===== src/rtl/switchbox_cfg_pkg.sv =====
// Shared constants, side codes and loader state encoding for the switch-box config loader.
package switchbox_cfg_pkg;

  localparam logic [2:0] SIDE_NONE   = 3'd0;
  localparam logic [2:0] SIDE_TOP    = 3'd1;
  localparam logic [2:0] SIDE_RIGHT  = 3'd2;
  localparam logic [2:0] SIDE_BOTTOM = 3'd3;
  localparam logic [2:0] SIDE_LEFT   = 3'd4;

  localparam int WORD_W    = 6;
  localparam int NUM_WORDS = 18;
  localparam int CKSUM_W   = 8;

  localparam logic [7:0] DEFAULT_SYNC = 8'hA5;

  typedef enum logic [1:0] {IDLE, LOAD, CHECK, COMMIT} state_t;

endpackage


===== src/rtl/switchbox_cfg_loader_if.sv =====
// Serial config input handshake plus the active routing words driven to the switch box.
interface switchbox_cfg_loader_if #(
  parameter int NUM_TB = 5,
  parameter int NUM_LR = 4
);
  import switchbox_cfg_pkg::*;

  logic                       cfg_bit;
  logic                       cfg_valid;
  logic                       cfg_ready;
  logic                       cfg_abort;
  logic [WORD_W*NUM_TB-1:0]   cfg_top;
  logic [WORD_W*NUM_TB-1:0]   cfg_bottom;
  logic [WORD_W*NUM_LR-1:0]   cfg_left;
  logic [WORD_W*NUM_LR-1:0]   cfg_right;
  logic                       busy;
  logic                       cfg_done;
  logic                       cfg_err;

  // bitstream source side
  modport master (
    output cfg_bit, cfg_valid, cfg_abort,
    input  cfg_ready, cfg_top, cfg_bottom, cfg_left, cfg_right, busy, cfg_done, cfg_err
  );

  // loader side
  modport slave (
    input  cfg_bit, cfg_valid, cfg_abort,
    output cfg_ready, cfg_top, cfg_bottom, cfg_left, cfg_right, busy, cfg_done, cfg_err
  );

endinterface


===== src/rtl/switchbox_cfg_loader_checker.sv =====
// Combinational range check of one routing word: side code and source index must name a real pin.
module cfg_word_checker
  import switchbox_cfg_pkg::*;
#(
  parameter int NUM_TB = 5,
  parameter int NUM_LR = 4
) (
  input  logic [WORD_W-1:0] i_word,
  output logic              o_valid
);

  localparam logic [2:0] MAX_TB = 3'(NUM_TB - 1);
  localparam logic [2:0] MAX_LR = 3'(NUM_LR - 1);

  logic [2:0] w_idx;
  logic [2:0] w_side;
  assign w_idx  = i_word[5:3];
  assign w_side = i_word[2:0];

  // hi-Z accepts any index; real sides bound the index by that edge's pin count
  always_comb begin
    o_valid = 1'b0;
    case (w_side)
      SIDE_NONE:              o_valid = 1'b1;
      SIDE_TOP, SIDE_BOTTOM:  o_valid = (w_idx <= MAX_TB);
      SIDE_RIGHT, SIDE_LEFT:  o_valid = (w_idx <= MAX_LR);
      default:                o_valid = 1'b0;
    endcase
  end

endmodule


===== src/rtl/switchbox_cfg_loader.sv =====
// Hunts the sync word, shifts a routing frame into a shadow store, validates it and commits atomically.
module switchbox_cfg_loader
  import switchbox_cfg_pkg::*;
#(
  parameter logic [7:0] SYNC_WORD = DEFAULT_SYNC,
  parameter int         NUM_TB    = 5,
  parameter int         NUM_LR    = 4
) (
  input  logic                  clk,
  input  logic                  rst_n,
  switchbox_cfg_loader_if.slave bus
);

  localparam int NW     = 2 * (NUM_TB + NUM_LR);
  localparam int WIDX_W = $clog2(NW);

  state_t                        r_state;
  logic [6:0]                    r_sync;     // last 7 accepted bits; the 8th is the live input
  logic [WORD_W-2:0]             r_wsh;      // partial word; the final bit is the live input
  logic [2:0]                    r_wbit;
  logic [WIDX_W-1:0]             r_widx;
  logic [NW-1:0][WORD_W-1:0]     r_shadow;
  logic [NW-1:0][WORD_W-1:0]     r_active;
  logic [CKSUM_W-1:0]            r_acc;
  logic [CKSUM_W-1:0]            r_ck;
  logic [2:0]                    r_ckcnt;
  logic                          r_rerr;
  logic                          r_ready;
  logic                          r_busy;
  logic                          r_done;
  logic                          r_err;

  logic                          w_take;
  logic [7:0]                    w_sync_nxt;
  logic [WORD_W-1:0]             w_word;
  logic                          w_word_ok;
  logic                          w_frame_ok;

  assign w_take     = bus.cfg_valid & r_ready;
  assign w_sync_nxt = {r_sync, bus.cfg_bit};
  assign w_word     = {r_wsh, bus.cfg_bit};
  assign w_frame_ok = !r_rerr && (r_ck == r_acc);

  cfg_word_checker #(.NUM_TB(NUM_TB), .NUM_LR(NUM_LR)) u_chk (
    .i_word  (w_word),
    .o_valid (w_word_ok)
  );

  // frame FSM: sync hunt, payload shift, checksum collect, atomic commit
  always_ff @(posedge clk or negedge rst_n) begin
    if (!rst_n) begin
      r_state  <= IDLE;
      r_sync   <= '0;
      r_wsh    <= '0;
      r_wbit   <= '0;
      r_widx   <= '0;
      r_shadow <= '0;
      r_active <= '0;
      r_acc    <= '0;
      r_ck     <= '0;
      r_ckcnt  <= '0;
      r_rerr   <= 1'b0;
      r_ready  <= 1'b1;
      r_busy   <= 1'b0;
      r_done   <= 1'b0;
      r_err    <= 1'b0;
    end else begin
      r_done <= 1'b0;
      r_err  <= 1'b0;
      case (r_state)
        IDLE: begin
          if (w_take) begin
            if (w_sync_nxt == SYNC_WORD) begin
              // start the next hunt from a clean window so stale bits cannot alias
              r_state <= LOAD;
              r_busy  <= 1'b1;
              r_sync  <= '0;
              r_wbit  <= '0;
              r_widx  <= '0;
              r_acc   <= '0;
              r_rerr  <= 1'b0;
            end else begin
              r_sync <= w_sync_nxt[6:0];
            end
          end
        end
        LOAD: begin
          if (bus.cfg_abort) begin
            r_state <= IDLE;
            r_busy  <= 1'b0;
            r_sync  <= '0;
          end else if (w_take) begin
            r_wsh <= w_word[WORD_W-2:0];
            if (r_wbit == 3'(WORD_W - 1)) begin
              r_wbit           <= '0;
              r_shadow[r_widx] <= w_word;
              r_acc            <= r_acc + CKSUM_W'(w_word);
              if (!w_word_ok) r_rerr <= 1'b1;
              r_widx           <= r_widx + 1'b1;
              if (r_widx == WIDX_W'(NW - 1)) begin
                r_state <= CHECK;
                r_ckcnt <= '0;
              end
            end else begin
              r_wbit <= r_wbit + 1'b1;
            end
          end
        end
        CHECK: begin
          if (bus.cfg_abort) begin
            r_state <= IDLE;
            r_busy  <= 1'b0;
            r_sync  <= '0;
          end else if (w_take) begin
            r_ck    <= {r_ck[CKSUM_W-2:0], bus.cfg_bit};
            r_ckcnt <= r_ckcnt + 1'b1;
            if (r_ckcnt == 3'(CKSUM_W - 1)) begin
              r_state <= COMMIT;
              r_ready <= 1'b0;
            end
          end
        end
        COMMIT: begin
          // abort is deliberately ignored here: the commit always completes
          if (w_frame_ok) begin
            r_active <= r_shadow;
            r_done   <= 1'b1;
          end else begin
            r_err <= 1'b1;
          end
          r_state <= IDLE;
          r_ready <= 1'b1;
          r_busy  <= 1'b0;
        end
        default: begin
          r_state <= IDLE;
          r_ready <= 1'b1;
          r_busy  <= 1'b0;
        end
      endcase
    end
  end

  assign bus.cfg_ready  = r_ready;
  assign bus.busy       = r_busy;
  assign bus.cfg_done   = r_done;
  assign bus.cfg_err    = r_err;
  assign bus.cfg_top    = r_active[NUM_TB-1:0];
  assign bus.cfg_bottom = r_active[2*NUM_TB-1:NUM_TB];
  assign bus.cfg_left   = r_active[2*NUM_TB+NUM_LR-1:2*NUM_TB];
  assign bus.cfg_right  = r_active[NW-1:2*NUM_TB+NUM_LR];

endmodule


===== src/flat_wrapper.sv =====
// flat-port wrapper written by rule: the top's interface ports become plain ports
module switchbox_cfg_loader_flat import switchbox_cfg_pkg::*;
#(
  parameter logic [7:0] SYNC_WORD = DEFAULT_SYNC,
  parameter int         NUM_TB    = 5,
  parameter int         NUM_LR    = 4
)
  (clk, rst_n, bus_cfg_bit, bus_cfg_valid, bus_cfg_abort, bus_cfg_ready, bus_cfg_top, bus_cfg_bottom, bus_cfg_left, bus_cfg_right, bus_busy, bus_cfg_done, bus_cfg_err);
  switchbox_cfg_loader_if #(.NUM_TB(NUM_TB), .NUM_LR(NUM_LR)) bus_i ();
  input  logic clk;
  input  logic rst_n;
  input wire logic [$bits(bus_i.cfg_bit)-1:0] bus_cfg_bit;
  input wire logic [$bits(bus_i.cfg_valid)-1:0] bus_cfg_valid;
  input wire logic [$bits(bus_i.cfg_abort)-1:0] bus_cfg_abort;
  output wire logic [$bits(bus_i.cfg_ready)-1:0] bus_cfg_ready;
  output wire logic [$bits(bus_i.cfg_top)-1:0] bus_cfg_top;
  output wire logic [$bits(bus_i.cfg_bottom)-1:0] bus_cfg_bottom;
  output wire logic [$bits(bus_i.cfg_left)-1:0] bus_cfg_left;
  output wire logic [$bits(bus_i.cfg_right)-1:0] bus_cfg_right;
  output wire logic [$bits(bus_i.busy)-1:0] bus_busy;
  output wire logic [$bits(bus_i.cfg_done)-1:0] bus_cfg_done;
  output wire logic [$bits(bus_i.cfg_err)-1:0] bus_cfg_err;
  assign bus_i.cfg_bit = bus_cfg_bit;
  assign bus_i.cfg_valid = bus_cfg_valid;
  assign bus_i.cfg_abort = bus_cfg_abort;
  assign bus_cfg_ready = bus_i.cfg_ready;
  assign bus_cfg_top = bus_i.cfg_top;
  assign bus_cfg_bottom = bus_i.cfg_bottom;
  assign bus_cfg_left = bus_i.cfg_left;
  assign bus_cfg_right = bus_i.cfg_right;
  assign bus_busy = bus_i.busy;
  assign bus_cfg_done = bus_i.cfg_done;
  assign bus_cfg_err = bus_i.cfg_err;
  switchbox_cfg_loader #(.SYNC_WORD(SYNC_WORD), .NUM_TB(NUM_TB), .NUM_LR(NUM_LR)) u_core (.clk(clk), .rst_n(rst_n), .bus(bus_i));
endmodule

===== config.mk =====
export PLATFORM = sky130hd
export DESIGN_NAME = switchbox_cfg_loader_flat
export DESIGN_NICKNAME = d
export VERILOG_FILES = /design/src/rtl/switchbox_cfg_pkg.sv /design/src/rtl/switchbox_cfg_loader_if.sv /design/src/rtl/switchbox_cfg_loader_checker.sv /design/src/rtl/switchbox_cfg_loader.sv /design/src/flat_wrapper.sv
export SDC_FILE = /design/constraint.sdc
export NUM_CORES = 1
export LEC_CHECK = 0
export CAP_MARGIN = 20
export CORE_MARGIN = 2
export CORE_UTILIZATION = 56
export DETAILED_ROUTE_END_ITERATION = 8
export HOLD_SLACK_MARGIN = 0.12
export PLACE_DENSITY = 0.79
export SYNTH_ARGS = -nofsm -noshare
export SYNTH_HDL_FRONTEND = slang
export SYNTH_SLANG_ARGS = --single-unit

===== constraint.sdc =====
create_clock -name clk -period 3 [get_ports clk]
set_input_delay 0.3 -clock clk [delete_from_list [all_inputs] [get_ports clk]]
set_output_delay 0.3 -clock clk [all_outputs]
set_load 0.02 [all_outputs]

; ---- After elaboration in Yosys (flattened, before gate mapping)
; Cells that the tools add are included.
[word_totals]
register_bits = 262
latch_bits = 0
ram_bits = 0
romBits = 0
in_bits = 5
output_inout_bits = 112
mem_count = 0
[classes]
n_addsub = 4
mul = 0
div_mod_pow = 0
magnitude_cmp = 4
n_eq_ne = 28
n_shift = 0
muxes = 62
n_bitwise = 2
n_reduce_logical = 24
[op_table]
columns = operator, count
row1 = 108-bit bitwise mux, 1
row2 = 8-bit 2-to-1 mux, 5
row3 = 3-bit 2-to-1 mux, 11
row4 = 6-bit demux with 5-bit select, 1
row5 = 5-bit 2-to-1 mux, 5
row6 = 7-bit 2-to-1 mux, 3
row7 = 7-bit AND reduction, 3
row8 = 2-bit 2-to-1 mux, 9
row9 = 1-bit 2-to-1 mux, 16
row10 = 2-bit by 1-bit != test with 1-bit output (second input constant), 8
row11 = 8-bit one-hot mux with 2 select lines, 1
row12 = 3-bit by 2-bit != test with 1-bit output (second input constant), 5
row13 = 7-bit one-hot mux with 2 select lines, 1
row14 = 3-bit one-hot mux with 2 select lines, 2
row15 = 3-bit AND reduction, 4
row16 = 5-bit one-hot mux with 2 select lines, 1
row17 = 3-bit == test (second input constant), 3
row18 = 8-bit by 6-bit adder with 8-bit output, 1
row19 = 8-bit == test, 1
row20 = 8-bit == test (second input constant), 1
row21 = 2-bit one-hot mux with 4 select lines, 1
row22 = 4-bit AND reduction, 2
row23 = 2-bit nonzero test, 4
row24 = 3-bit by 1-bit adder with 3-bit output (second input constant), 2
row25 = 24 further kinds, 33

; ---- Depth between registers and ports, before layout
[depth]
word_depth = 8
depth_mapped = 9
depth_no_buf = 7

; ---- Cells and area by module
; A second synthesis with hierarchy kept.
[hier_totals]
hier_cells = 754
area_unflattened_um2 = 10660.2
[by_module_without_submodules]
columns = module, instances, cells_per_inst, area_each_um2, seq_area_each_um2
row1 = switchbox_cfg_loader, 1, 750, 10632.7, 6557.5
row2 = cfg_word_checker, 1, 4, 27.5, 0.0

; ---- Worst setup path before layout
; Ideal clock, no wire load.
[synth_timing]
path_kind = flip-flop to flip-flop
start = register u_core.r_state[1]
end = register u_core.r_shadow[48] (netlist name)
setup_ps = 125
arrival_ps = 2227
path_slack_ps = 648
path_stages_with_launch = 9
period_less_slack_ps = 2352
cell_sequence = dfrtp_1 > inv_1 > ha_1 > buf_2 > nand4b_2 > nor2_1 > nand3_1 > nor3_1 > mux2_2
[synth_between]
elab_chain_cells = 2
[synth_rtl]
columns = element, line_no
row1 = "start, declared", switchbox_cfg_loader.sv:17  ; state_t r_state;
row2 = "start signal, assigned", switchbox_cfg_loader.sv:52  ; r_state <= IDLE;
row3 = "start signal, assigned", switchbox_cfg_loader.sv:75  ; r_state <= LOAD;
row4 = "start signal, assigned", switchbox_cfg_loader.sv:89  ; r_state <= IDLE;
row5 = 2-bit by 1-bit == test with 1-bit output, switchbox_cfg_loader.sv:70  ; case (r_state)
row6 = 4-bit AND reduction (no source line), -
row7 = "end signal, assigned by index", switchbox_cfg_loader.sv:96  ; r_shadow[r_widx] <= w_word;
row8 = "end, declared", switchbox_cfg_loader.sv:22  ; logic [NW-1:0][WORD_W-1:0] r_shadow;
; Every way passes these cells.
; A chain may end at the register's enable or synchronous reset.

; ---- Worst setup path after layout
[layout_timing]
start = register u_core.r_state[1]
end = register u_core.r_shadow[7] (netlist name)
; Same word-level chain as after synthesis.

==> results.md <==
* Status: finished, final reports clean
* First-pass GRT wire length at 37.1 mm
* Clock transition at path regs at 0.06 ns
* Worst vdd ir at 524 uV
* Skew-Pair Late Insertion Delay at 0.53 ns
* CTS Buf Count at 27
* Sum Neg Setup Slack at 0 ns
* DR vias at 6295
* Largest net degree at the start of global routing at 110
* Final #Nets at 877
* Unrepaired setup endpoints after global routing: false
* Initial core utilization at 57.3%
* Pleak at 6.53 nW
* Synth Instances at 722
* Boundary Pins at 117
* Ys flop type: dfrtp_1
* Count of endpoints failing setup in the final report at 0
* Mapped Nets at 745
* Leading area contributor after synthesis: dfrtp_1
* FF+latch area at 6560 um2
* Final Worst Setup Slack at 0.401 ns
* # diodes at 0
* Synth area leaders: dfrtp_1 61%, mux2_2 22%, mux2_4 2.8%
* Worst-margin pin slew at 0.824 ns
* Starting DRT DRC Count at 296
* Die height at 142 um
* Wirelength per Cell at 20.5 um
* PD cells at 695 nW/um2
* Warnings from Yosys at 0
* Setup bufs post-CTS at 0
* Number of max-cap violations at 0
* Post-CTS Resized at 0
* Sequential share of the synthesized area at 61.2%
* Setup crit start kind: register
* Avg Inst Size Synth at 14.8 um2
* Critical path type: register to register
* EDFF count, synth at 0
* Area occupied by multi-input gates at 3960 um2
* Initial antenna violation count at 0
* CP max FO at 6
* Fmax at 385 MHz
* # rows at 50
* Port-buffer cells at 116
* Worst-path cell chain: inv_1 -> ha_1 -> nand4b_2 -> buf_4 -> nor4_1 -> nand3b_1 -> mux2_2
* Placer Congestion at 0.824
* Slew Limit Fails at 0
* Hold Vio Cnt, Final at 0
* Crit path required time at 3.41 ns
* Final min period at 2.60 ns
* Maximum buffer depth of the clock tree at 3
* #FFs+latches synth at 262
* CP endpoint kind: register
* Drt pass-1 iters at 4
* Filler Cells Inserted at 1229
* Slowest stage cell, crit path: nor4_1
* # clock sinks at 262
* Total wire length at 22.7 mm
* Final period utilization at 86.6%
* Overall global routing resource usage at 23.3%
* Largest stage delay on the critical path at 0.63 ns
* Mapped cell area at 10700 um2
* Vias per Instance at 5.68
* Die width at 142 um
* Synth-to-Final Area Change at 22.9%
* CTS tree: yes
* Total gr overflow at 0
* Post-synth top area share at 61.0%
* DRC viols at 0
* Final ANT Viol Nets at 0
* Critical path data arrival time at 3.01 ns
* Share of cells above drive strength 1 at 35.2%
* Async set-reset flop share out of synthesis at 100%
* Bufs and invs on worst path at 2
* Top delay family on crit path: simple AND/OR/NAND/NOR gates
* Clock skew at 0.00844 ns
* Clock root cell: clkbuf_16
* Yosys cell types at 49
* Total core area at 18700 um2
* DP Worst Slack at 0.159 ns
* Vias in the first global route at 6825
* HP Class: primary input to asynchronous set/reset pin
* Detailed Place HPWL at 14.5 mm
* H-tree depth at 1
* Die area at 20200 um2
* Max-slew headroom at 44.6%
cells in the mapped netlist, types with 3 or more instances:
library cell and n:
or4_1 3, a22o_1 4, xnor2_1 4, nor2_1 16, buf_2 10, mux2_2 214, nand2b_1 8, inv_1 8
a211oi_1 3, xor2_1 6, buf_6 3, a21oi_1 4, nor2b_1 3, clkbuf_1 23, nor3_1 7, ha_1 17
nand2_1 31, o21ai_0 13, nand3_1 12, nand3b_1 6, dfrtp_1 261, o21a_1 3, a21o_1 4, nor4bb_1 3
mux2_4 20
per-stage QoR:
step | hold slack (ns) | util, % | instance area, um2 | power [W] | std cells
CTS | 0.472 | 70.3 | 13200 | 0.00920 | 1108
global placement | 0.413 | 65.3 | 12200 | 0.00564 | 1058
finish | 0.432 | 70.3 | 13200 | 0.00914 | 1108
detailed placement | 0.429 | 65.3 | 12200 | 0.00574 | 1058
global route | 0.508 | 70.3 | 13200 | 0.00957 | 1108
floorplan | 0.00441 | - | 10700 | 0.00512 | 722
worst register-to-register path, cell delays in order, from the launching register on:
cell and delay (ns):
dfrtp_1 0.41, inv_1 0.11, ha_1 0.19, nand4b_2 0.13, buf_4 0.19, nor4_1 0.63, nand3b_1 0.43, mux2_2 0.39
path summary, 6_finish.rpt:
| check | start | end | slack [ns] | cells past startpoint |
|---|---|---|---|---|
| worst max-delay path | u_core.r_state[1] | u_core.r_shadow[7] | 0.40 | 7 |
| worst min-delay path | rst_n | u_core.bus.cfg_right[9] | 0.43 | 2 |
| worst max register to register | u_core.r_state[1] | u_core.r_shadow[7] | 0.40 | 7 |
| worst min register to register | u_core.r_shadow[88] | u_core.bus.cfg_right[4] | 0.50 | 1 |
| max in group asynchronous | rst_n | u_core.r_shadow[25] | 1.75 | 3 |
| min in group clk | u_core.r_shadow[88] | u_core.bus.cfg_right[4] | 0.50 | 1 |
layout by cell type, fill, tap and decap left out, types with 5 or more instances in the layout:
cell type,count
buf_4,18
o21ai_0,13
xor2_1,6
clkbuf_16,27
mux2_4,20
dfrtp_1,261
nand3_1,12
mux2_2,214
nor3_1,7
clkdlybuf4s50_1,115
clkbuf_8,8
nor2_1,16
nand3b_1,6
nand2_1,31
inv_1,8
clkbuf_1,5
ha_1,17
nand2b_1,8
flip-flops by register name, summed over array words and instances, names as in the netlist, 5 cells and up:
signal / cells
u_core.bus.cfg_top: 30
u_core.r_ck: 8
u_core.bus.cfg_right: 24
u_core.r_sync: 7
u_core.r_wsh: 5
u_core.r_widx: 5
u_core.r_shadow: 108
u_core.bus.cfg_left: 24
u_core.bus.cfg_bottom: 30
u_core.r_acc: 8
where the power goes:
group | internal, W | total [W] | switching, W
registers | 0.00374 | 0.00392 | 0.000186
logic | 0.000681 | 0.00178 | 0.00110
clock network | 0.00211 | 0.00344 | 0.00133
routing by layer:
| metal | GRT usage, % | routed length [um] | vias up | part of all wire (%) |
|---|---|---|---|---|
| li1 | - | - | 2819 | - |
| met1 | 31.6 | 9880 | 3260 | 44 |
| met2 | 38.4 | 10900 | 184 | 48 |
| met3 | 5.82 | 1520 | 32 | 6.7 |
| met4 | 5.47 | 354 | 0 | 1.6 |
| met5 | 0 | 0 | - | 0 |
cell families (layout without fill, tap and decap cells):
| logic type | count (synthesis) | in the layout | synth area share [%] |
|---|---|---|---|
| buffers and inverters | 44 | 196 | 1.87 |
| and+or+nand+nor | 105 | 105 | 5.30 |
| xor gates and xnor gates | 10 | 10 | 0.818 |
| adders and majority gates | 18 | 18 | 2.17 |
| DFF | 262 | 262 | 61.2 |
| AOI/OAI and AO/OA | 47 | 47 | 3.12 |
| muxes | 236 | 236 | 25.5 |
timing repair:
| action | in CTS | in global routing |
|---|---|---|
| endpoints found under the setup margin | 0 | 0 |
| hold buffers | 1 | 0 |
| endpoints found under the hold margin | 105 | 0 |
cell type report:
type                       count  share of cell area [%]
sequential                   262                    49.8
multi-input combinational    416                    30.1
timing repair buffer         139                    10.6
clock buffer                  40                    6.11
tap                          234                    2.22
clock inverter                 9                   0.960
inverter                       8                   0.228
(Power assumes the default switching activity.)
